`src/rtl/tt_um_jimktrains_vslc_scan_ctrl.sv`:
```
// Scan controller: decodes the program header, sequences RUN/WAIT/RESTART scans and flags trigger overruns.
// Optional overrun counter enabled by defining VSLC_SCAN_OVR_CNT_EN.
module tt_um_jimktrains_vslc_scan_ctrl #(
    parameter int ADDR_W = 10,
    parameter int N_IN   = 8
) (
    input  logic              clk,
    input  logic              rst_n,
    input  logic              rd_ready,
    input  logic [7:0]        rd_byte,
    input  logic [15:0]       rd_addr,
    input  logic              mode_auto,
    input  logic              trig_in,
    input  logic              clr_ovr,
    input  logic [N_IN-1:0]   in_pins,
    output logic              restart,
    output logic [ADDR_W-1:0] start_addr,
    output logic [ADDR_W-1:0] end_addr,
    output logic              instr_ready,
    output logic [N_IN-1:0]   in_cur,
    output logic [N_IN-1:0]   in_prev,
    output logic              scan_pulse,
    output logic              overrun,
    output logic [7:0]        ovr_cnt,
    output logic [2:0]        state
);

    localparam logic [2:0] ST_HDR     = 3'd0;
    localparam logic [2:0] ST_RUN     = 3'd1;
    localparam logic [2:0] ST_WAIT    = 3'd2;
    localparam logic [2:0] ST_RESTART = 3'd3;
    localparam logic [2:0] ST_HALT    = 3'd4;
    localparam int         HI_W       = ADDR_W - 8;

    logic [2:0]        state_q, state_d;
    logic [ADDR_W-1:0] start_addr_q, start_addr_d;
    logic [ADDR_W-1:0] end_addr_q, end_addr_d;
    logic [N_IN-1:0]   in_cur_q, in_cur_d;
    logic [N_IN-1:0]   in_prev_q, in_prev_d;
    logic              scan_pulse_q, scan_pulse_d;
    logic              overrun_q, overrun_d;
    logic [2:0]        trig_q, trig_d;
    logic              trig_edge;
    logic              ovr_evt;
    logic [ADDR_W-1:0] end_dec;
    logic [15:0]       end_ext;

    // trig_q[1:0] is the two-flop synchroniser; trig_q[2] holds the previous synchronised value.
    always_comb begin
        trig_d    = {trig_q[1:0], trig_in};
        trig_edge = trig_q[1] & ~trig_q[2];
        ovr_evt   = trig_edge && ((state_q == ST_RUN) || (state_q == ST_RESTART));
        overrun_d = ovr_evt | (overrun_q & ~clr_ovr);
        end_dec   = {end_addr_q[ADDR_W-1:8], rd_byte};
        end_ext   = 16'(end_addr_q);
    end

    always_comb begin
        state_d      = state_q;
        start_addr_d = start_addr_q;
        end_addr_d   = end_addr_q;
        in_cur_d     = in_cur_q;
        in_prev_d    = in_prev_q;
        case (state_q)
            ST_HDR: begin
                if (rd_ready) begin
                    case (rd_addr)
                        16'd0:   start_addr_d[ADDR_W-1:8] = rd_byte[HI_W-1:0];
                        16'd1:   start_addr_d[7:0]        = rd_byte;
                        16'd2:   end_addr_d[ADDR_W-1:8]   = rd_byte[HI_W-1:0];
                        16'd3:   end_addr_d[7:0]          = rd_byte;
                        default: ;
                    endcase
                    // The end-address low byte arrives this cycle, so judge the combined value.
                    if (rd_addr == 16'd3) begin
                        state_d = (end_dec == '0) ? ST_HALT : ST_RUN;
                    end
                end
            end
            ST_RUN: begin
                if (rd_ready && (rd_addr >= end_ext)) begin
                    state_d = mode_auto ? ST_RESTART : ST_WAIT;
                end
            end
            ST_WAIT: begin
                if (trig_edge) begin
                    state_d = ST_RESTART;
                end
            end
            ST_RESTART: state_d = ST_RUN;
            ST_HALT:    state_d = ST_HALT;
            default:    state_d = ST_HDR;
        endcase
        scan_pulse_d = (state_d == ST_RUN) && (state_q != ST_RUN);
        if (scan_pulse_d) begin
            in_prev_d = in_cur_q;
            in_cur_d  = in_pins;
        end
    end

    always_ff @(posedge clk) begin
        if (!rst_n) begin
            state_q      <= ST_HDR;
            start_addr_q <= '0;
            end_addr_q   <= '0;
            in_cur_q     <= in_pins;
            in_prev_q    <= in_pins;
            scan_pulse_q <= 1'b0;
            overrun_q    <= 1'b0;
            trig_q       <= '0;
        end else begin
            state_q      <= state_d;
            start_addr_q <= start_addr_d;
            end_addr_q   <= end_addr_d;
            in_cur_q     <= in_cur_d;
            in_prev_q    <= in_prev_d;
            scan_pulse_q <= scan_pulse_d;
            overrun_q    <= overrun_d;
            trig_q       <= trig_d;
        end
    end

`ifdef VSLC_SCAN_OVR_CNT_EN
    logic [7:0] ovr_cnt_q, ovr_cnt_d;

    // A clear coinciding with a new overrun leaves that overrun counted.
    always_comb begin
        ovr_cnt_d = ovr_cnt_q;
        if (clr_ovr) begin
            ovr_cnt_d = ovr_evt ? 8'd1 : 8'd0;
        end else if (ovr_evt && (ovr_cnt_q != 8'hFF)) begin
            ovr_cnt_d = ovr_cnt_q + 8'd1;
        end
    end

    always_ff @(posedge clk) begin
        if (!rst_n) begin
            ovr_cnt_q <= 8'd0;
        end else begin
            ovr_cnt_q <= ovr_cnt_d;
        end
    end

    assign ovr_cnt = ovr_cnt_q;
`else
    assign ovr_cnt = 8'd0;
`endif

    assign state       = state_q;
    assign start_addr  = start_addr_q;
    assign end_addr    = end_addr_q;
    assign in_cur      = in_cur_q;
    assign in_prev     = in_prev_q;
    assign scan_pulse  = scan_pulse_q;
    assign overrun     = overrun_q;
    assign restart     = (state_q == ST_RESTART);
    assign instr_ready = rd_ready && (state_q == ST_RUN) && (rd_addr > 16'd3);

endmodule

```
`config.mk`:
```
export PLATFORM = sky130hd
export DESIGN_NAME = tt_um_jimktrains_vslc_scan_ctrl
export DESIGN_NICKNAME = d
export VERILOG_FILES = /design/src/rtl/tt_um_jimktrains_vslc_scan_ctrl.sv
export SDC_FILE = /design/constraint.sdc
export NUM_CORES = 1
export LEC_CHECK = 0
export CAP_MARGIN = 15
export CORE_MARGIN = 2
export CORE_UTILIZATION = 30
export DETAILED_ROUTE_END_ITERATION = 8
export PLACE_DENSITY = 0.67
export SLEW_MARGIN = 0
export SYNTH_ARGS = -nofsm -noshare
export SYNTH_HDL_FRONTEND = slang
export SYNTH_SLANG_ARGS = --single-unit
```
`constraint.sdc`:
```
create_clock -name clk -period 2.9 [get_ports clk]
set_input_delay 0.58 -clock clk [delete_from_list [all_inputs] [get_ports clk]]
set_output_delay 0.58 -clock clk [all_outputs]
set_load 0.005 [all_outputs]
```
; Word level (Yosys, flattened, before mapping)
; Cells that the tools add are included.
; Widths: inputs -> output; s select.
[classes]
order_cmp = 2
eq_ne = 10
n_mux = 11
bitwise = 5
reduce_logical = 13
[op_table]
columns = op, count
row1 = $eq 16x2->1 const B, 2
row2 = $mux 8, 4
row3 = $eq 16x1->1 const B, 1
row4 = $ge 16x10->1, 1
row5 = $gt 16x2->1 const B, 1
row6 = $logic_not 16->1, 1
row7 = $mux 3, 5
row8 = $pmux 3 s5, 1
row9 = $reduce_and 3->1, 4
row10 = $logic_not 10->1, 1
row11 = $eq 3x1->1 const B, 2
row12 = $eq 3x2->1 const B, 2
row13 = $logic_and 1x1->1, 5
row14 = $eq 3x3->1 const B, 1
row15 = $logic_not 3->1, 1
row16 = $ne 3x1->1 const B, 1
row17 = $and 1x1->1, 2
row18 = $ne 2x1->1 const B, 1
row19 = $not 1->1, 2
row20 = $logic_or 1x1->1, 1
row21 = $mux 1, 1
row22 = $or 1x1->1, 1
[totals]
reg_bits = 44
inputBits = 38
output_inout_bits = 51
elab_cells = 51

; Longest topological paths before layout
[logic_depth]
depth_word = 9
depth_mapped = 7
ltp_nobuf = 7

; Worst setup path after synthesis
; No wires, ideal clock.
[synth_path]
path_kind = input -> register
startpoint = input port rd_addr[2]
endpoint = register in_cur_q[0], in the netlist in_cur[0] (enable)
setup_ns = 0.399
arrival_time_ns = 2.575
required_time_ns = 2.501
setup_slack_ns = -0.074
cell_stages = 6
path_buffers = 1
cell_sequence = nor4_1 nand4_1 nor4_2 buf_6 a21oi_2 a31oi_1
[synth_via]
elab_chain_len = 7
word_cells_on_any_way = 10
cone_classes = 1 x order compare / 3 x eq/ne / 4 x mux / 2 x reduce/logical
[synth_rtl]
columns = element, line_no
row1 = from (decl), 11  ; input logic [15:0] rd_addr,
row2 = $ge 16x10->1 / $eq 16x2->1 (equally long branches), "81, 75"
row3 = $logic_and 1x1->1 / $mux 3 (equally long branches), "81, 75"
row4 = "$mux 3, on equally long branches", "81, 66"
row5 = $pmux 3 s5 *, 64  ; case (state_q)
row6 = $eq 3x1->1 *, 94  ; scan_pulse_d = (state_d == ST_RUN) && (state_q != ST_RUN);
row7 = $logic_and 1x1->1 *, 94
row8 = $ne 2x1->1 (no line) *, -
row9 = to (signal assigned), 106  ; in_cur_q <= in_pins;
row10 = to (signal assigned), 115  ; in_cur_q <= in_cur_d;
row11 = to (decl), 38  ; logic [N_IN-1:0] in_cur_q, in_cur_d;
; Mark *: on every way between the ends. The rest lies on a longest branch, timed or not.
; A chain may end at the register's enable or synchronous reset.

; Worst setup path after layout
[layout_path]
startpoint = input port rd_addr[2]
endpoint = output port instr_ready
[layout_via]
elab_chain_len = 2
[layout_rtl]
columns = element, line_no
row1 = $gt 16x2->1, 157  ; assign instr_ready = rd_ready && (state_q == ST_RUN) && (rd_addr > 16'd3);
row2 = $logic_and 1x1->1, 157
row3 = to (decl), 19  ; output logic instr_ready,
; No other way between the ends.

==> flow_summary.yaml <==
power_and_ir_drop:
  power_frac_seq: 0.490
  power_density_nw_per_um2: 406.7
  leakagePower_nw: 1.250
  power.internal_w: 0.001069
  peakVddDrop_uv: 177.3
  power.total_w: 0.001352
  p_comb_frac: 0.119
  p_sw_frac: 0.2096
  pwr-share-clk: 0.390
  switching_power_w: 0.0002834
job:
  maxCapViolCount: 0
die:
  core_um2: 6907
  die_y_um: 88.97
  rows: 30
  ioPinCount: 89
  die_w_um: 88.97
  initial_utilization: 0.3136
  die-area_um2: 7915
sta:
  post-route-period-util: 0.9731
  setup_violations: 0
  period_needed_ps: 2822
  rsz0062_at_grt: "false"
  worst_pin_slew_ps: 572.2
  fmax_mhz: 354.4
  fin_skew_ps: 11.36
  slew_headroom: 0.6185
  hold_viol: 0
  slew_viol_final: 0
clock_tree:
  clk_latency_ps: 300
  hold_buffers: 0
  h-tree-depth: 2
  ctsLongestPathBuffers: 2
  cts_buffers: 5
  clock_sinks: 44
  cts_tree: "built"
  clockRootBuffer: "clkbuf_8"
  clkTransAtPathRegs_ps: 90
placement:
  dp.cells: 386
  place.port_buffers: 80
  gp_congestion: 0.8689
  post-dp-hpwl_um: 4276
final_layout:
  num-nets-final: 345
  area_delta_synth_final_pct: 53.55
  final_cell_mix: "clkdlybuf4s50_1 (80), dfxtp_1 (28), nor2b_1 (23)"
  layout_commonest_cell: "clkdlybuf4s50_1"
  n_antenna_cell: 0
  layout.cells.non_filler: 394
  n_fill_cell: 649
  drive_gt1_frac: 0.1577
critical_path:
  crit_type: "input port to primary output"
  required_ps: 2320
  cpMaxStageDelayCell: "clkdlybuf4s50_1"
  cp_top_family: "buffers and inverters"
  setup.worst_path.end_class: "primary output"
  crit_buf_inv: 3
  cp_common_cell: "clkdlybuf4s50_1"
  crit_arrival_ps: 2240
  path_cells: "clkdlybuf4s50_1 -> nor4_2 -> buf_4 -> and4_2 -> nor3_2 -> clkdlybuf4s50_1"
  worst-path-max-fanout: 2
  start_kind: "input port"
  critPathMaxStageDelay_ps: 450
routing:
  vias: 1783
  viasPerCell: 4.525
  drc: 0
  routed_wl_um: 5483
  dr.first_iter.drc_count: 48
  antenna_left: 0
  wl_per_cell_um: 13.92
  dr.pass1.iters: 4
grt:
  overflow: 0
  antenna_found_initial: 0
  grt_pass1_wl_um: 8611
  grt_pass1_vias: 1789
  grtUsageTotal: 0.1429
  grt_max_degree: 30
logic_synthesis:
  async_flop_share: 0
  yosys_warnings: 0
  synth_flop_cell: "dfxtp_1"
  synth_area_um2: 2166
  ys_seq_elements: 44
  ys_seq_area_frac: 0.4806
  synth_area_per_cell_um2: 10.94
  synth_edf_count: 16
  netlist_instances: 198
  synth_cell_types: 38
outcome:
  outcome: "completed"
min_path:
  hp-class: "register to register"
==> synth_stat cells, drive strengths merged (5+ instances only) <==
cell	instances	share of area
nor4	7	0.033
dfxtp	28	0.26
nor2b	23	0.066
mux2	8	0.042
clkbuf	6	0.010
inv	12	0.021
edfxtp	16	0.22
ha	10	0.058
buf	10	0.035
a21oi	7	0.018
nand2	5	0.0087
nor2	10	0.017
mux2i	20	0.092
nand4	5	0.014
==> cell families (layout without fill, tap and decap cells) <==
family | count (synthesis) | after routing | share of synthesized area
AO/OA/AOI/OAI | 20 | 20 | 0.06297
buffers and inverters | 28 | 121 | 0.06643
AND/OR/NAND/NOR | 66 | 66 | 0.1924
flip-flops | 44 | 44 | 0.4806
multiplexers | 28 | 28 | 0.1340
other | 1 | 8 | 0.001731
XOR/XNOR | 1 | 1 | 0.004045
adder cells (fa/ha/maj) | 10 | 10 | 0.05777
==> flip-flops by register name, summed over array words and instances, names as in the netlist <==
register,flops
state,3
end_addr,10
in_prev,8
overrun,1
start_addr,10
trig_q,3
in_cur,8
scan_pulse,1
==> stage by stage <==
stage	util	hold WS [ps]	TNS [ps]	setup slack, ps	cell area [um2]
2_1_floorplan	-	411.9	0	300.9	2198
3_3_place_gp	0.4601	420.9	-5419	-339.6	3178
3_5_place_dp	0.4601	422.1	-6978	-437.2	3178
5_1_grt	0.4815	438.0	0	22.10	3326
4_1_cts	0.4799	430.1	0	23.17	3314
6_report	0.4815	425.4	0	77.95	3326
==> power groups by stage <==
stage	clock network [W]	registers [W]	logic (W)
2_1_floorplan	0	0.000678	0.0000540
3_3_place_gp	0	0.000678	0.000159
3_5_place_dp	0	0.000678	0.000161
4_1_cts	0.000538	0.000663	0.000162
5_1_grt	0.000560	0.000665	0.000177
6_report	0.000528	0.000663	0.000161
==> per-layer routing <==
| metal | wire length (um) | global-route usage |
|---|---|---|
| met1 | 2504 | 0.1879 |
| met2 | 2585 | 0.2266 |
| met3 | 277 | 0.03509 |
| met5 | 0 | 0 |
| met4 | 114 | 0.05699 |
==> worst paths after layout <==
path,startpoint,endpoint,slack [ps],depth (start not counted)
min,trig_q[0]$_SDFF_PN0_,trig_q[1]$_SDFF_PN0_,430,1
min reg2reg,trig_q[0]$_SDFF_PN0_,trig_q[1]$_SDFF_PN0_,430,1
max reg2reg,end_addr[2]$_SDFFE_PN0P_,in_cur[4]$_DFFE_PP_,560,7
max,rd_addr[2],instr_ready,80,6
==> what timing repair did <==
item / 4_1_cts / 5_1_grt
resized for setup: 1 / 2
endpoints found under the setup margin: 16 / 9
buffers inserted: 0 / 0
==> area by class of cell <==
class / instances / area [um2] / share of cell area
Clock buffer: 7 / 97.59 / 0.02935
Clock inverter: 1 / 30.03 / 0.009029
Inverter: 12 / 45.04 / 0.01354
Multi-Input combinational cell: 133 / 1033 / 0.3108
Sequential cell: 44 / 1041 / 0.3130
Tap cell: 96 / 120.1 / 0.03612
Timing Repair Buffer: 101 / 958.4 / 0.2882
Note: power is estimated with default switching activity, not from simulation.
==> edit (same settings) <==
Add a define of `VSLC_SCAN_OVR_CNT_EN`.
--- a/src/rtl/tt_um_jimktrains_vslc_scan_ctrl.sv
+++ b/src/rtl/tt_um_jimktrains_vslc_scan_ctrl.sv
@@ -2,2 +2,4 @@
 // Optional overrun counter enabled by defining VSLC_SCAN_OVR_CNT_EN.
+`define VSLC_SCAN_OVR_CNT_EN
+
 module tt_um_jimktrains_vslc_scan_ctrl #(
Function: changed (Yosys sat finds a counterexample within 4 cycles, from zero or initial values and one cycle with rst_n low).
==> edit against the original RTL <==
  * Combinational power is 4% lower
  * Routed wire length is 8.0% higher
  * Sequential cell count is 8 higher
  * Total power is 0.67% higher
  * Final area is 7.9% higher
  * Core utilization is 1.9 points lower
  * Setup slack better by 9.2 ps
  * Synthesized area is 11% higher
  * Largest cell class unchanged
==> edit: results (changes against the original RTL) <==
| Metric | Value |
|---|---|
| Clk_lat worst skew | 300 ps (about the same) |
| Post-DP Area | 3487 µm² (was 3178 µm²) |
| Tmin final | 2813 ps (was 2822 ps) |
| Top Metal Used | met4 (unchanged) |
| Sequential area share after synthesis | 49.92% (was 48.06%) |
| Most common library cells after synthesis | dfxtp_1, nor2b_1, mux2i_1, edfxtp_1 (was dfxtp_1, nor2b_1, mux2i_1, edfxtp_1, inv_1) |
| Flop2flop setup slack | 750 ps (was 560 ps) |
| Per-cell routed wire length | 13.91 µm (was 13.92 µm) |
| Outcome | completed (unchanged) |
| Vias in the first global route | 2052 (was 1789) |
| HPWL Detailed | 4611 µm (was 4276 µm) |
| Crit path DAT | around 2200 ps |
| Adder-Cell Fraction of Synth Area | 5.720% (was 5.777%) |
| Setup bufs post-CTS | 0 (unchanged) |
| Syn Area/Cell | 10.79 µm² (was 10.94 µm²) |
| Via Count | 1981 (was 1783) |
| TritonCTS buffer count | 5 (unchanged) |
| Post-synthesis cell type count | 38 (unchanged) |
| Layout cells sized above 1 | 9.877% (was 15.77%) |
| Post-synthesis compound-gate area fraction | 5.876% (was 6.297%) |
| Largest net degree at the start of global routing | 17 (was 30) |
| Final hold slack | 443.9 ps (was 425.4 ps) |
| Post-cts repair resize count | 0 (was 1) |
| Relative slew slack | 60.12% (was 61.85%) |
| Post-synthesis mux area share | 12.48% (was 13.40%) |
| Synth top area cells | dfxtp_1, edfxtp_1, mux2i_1 (unchanged) |
| Worst-path clk slew | 100 ps |
| Clock Skew | 11.58 ps (was 11.36 ps) |
| Layout net count | 372 (was 345) |
| Dpl ws | 25.25 ps (was -437.2 ps) |
| Mapped Nets | 272 |
| Layout fillers | 741 (was 649) |
| Tot GR Track Use | 13.95% (was 14.29%) |
| Root Driver | clkbuf_8 (unchanged) |
| Routability cong. | 0.8478 (was 0.8689) |
| Met3 Routed Length | 458 µm (was 277 µm) |
| Detailed Route Iter0 Violations | 47 (was 48) |
| Worst min-delay path category | reg2reg (unchanged) |
| Slew Limit Fails | 0 (unchanged) |
| Placed Cells | 418 (was 386) |
| Routed metal-1 wire length | 2746 µm (was 2504 µm) |
| Detailed Routing Iterations Pass 1 | 4 (unchanged) |
| Synth Area in XOR/XNOR | 2.184% (was 0.4044%) |
| Async SR Flop Fraction | 0% (unchanged) |
| Total Routed Length | 5924 µm (was 5483 µm) |
| Yosys synthesis warning count | 0 (unchanged) |
| Number of synthesized flops with an enable pin | 16 (unchanged) |
| Met2 WL | 2665 µm (was 2585 µm) |
| H-tree levels | 2 (unchanged) |
| Pleak | 1.315 nW (was 1.250 nW) |
| First-pass GRT wire length | 9618 µm (was 8611 µm) |
| Crit-path slowest cell | clkdlybuf4s50_1 (unchanged) |
| # port buffers | 88 (was 80) |
| Worst VDD drop | 191.2 µV (was 177.3 µV) |
| CP top delay family | buffers and inverters (unchanged) |
| Antenna cells | 0 (unchanged) |
## edit: cell count changes after synthesis, sizes merged, moves of 2 or more
cell	before	now
buf	10	0
dfxtp	28	36
nand2	5	12
xor2	1	6
nor2	10	14
a211oi	3	0
nand3	2	5
a2111oi	0	2
a21oi	7	5
inv	12	14
nor4	7	5
## edit: path summary, 6_finish.rpt
path	startpoint	depth (start not counted)	end
max	rd_addr[2]	5	instr_ready
min	trig_q[0]	1	trig_q[1]
max reg2reg	end_addr[7]	7	state[0]
min reg2reg	trig_q[0]	1	trig_q[1]
## edit: logic make-up (layout without fill, tap and decap cells)
family                     after synthesis  in the layout
adders and majority gates               11             11
and+or+nand+nor                         84             84
muxes                                   29             29
AOI/OAI and AO/OA                       21             21
buffers and inverters                   20            121
xor gates and xnor gates                 6              6
DFF                                     52             52
## edit: cell type report
class / instances / area (µm²) / share of cell area [%]
clock buffers: 6 / 82.58 / 2.300
repair buffers: 99 / 975.9 / 27.19
clock inverters: 2 / 13.76 / 0.3834
flip-flops and latches: 52 / 1201 / 33.46
multi-input cells: 151 / 1136 / 31.65
well taps: 102 / 127.6 / 3.555
inverters: 14 / 52.55 / 1.464
## edit: power by group
group | internal, mW | leakage (nW) | switching (mW) | total, mW
registers | 0.768 | 0.447 | 0.00580 | 0.774
clock network | 0.196 | 0.0516 | 0.238 | 0.434
logic | 0.0977 | 0.816 | 0.0564 | 0.154
## edit: worst reg2reg max path: cells and delay by family (launching register included)
family | cells | cell delay (ps)
simple gates | 1 | 500
compound gates | 4 | 830
fa+ha+maj | 1 | 300
buf+inv | 1 | 80
flops | 1 | 390
## edit: routing by layer
layer  GRT usage, %  vias to the layer above
li1               -                      993
met1          17.69                      899
met2          23.08                       83
met3          4.190                        6
met4          3.865                        0
met5              0                        -
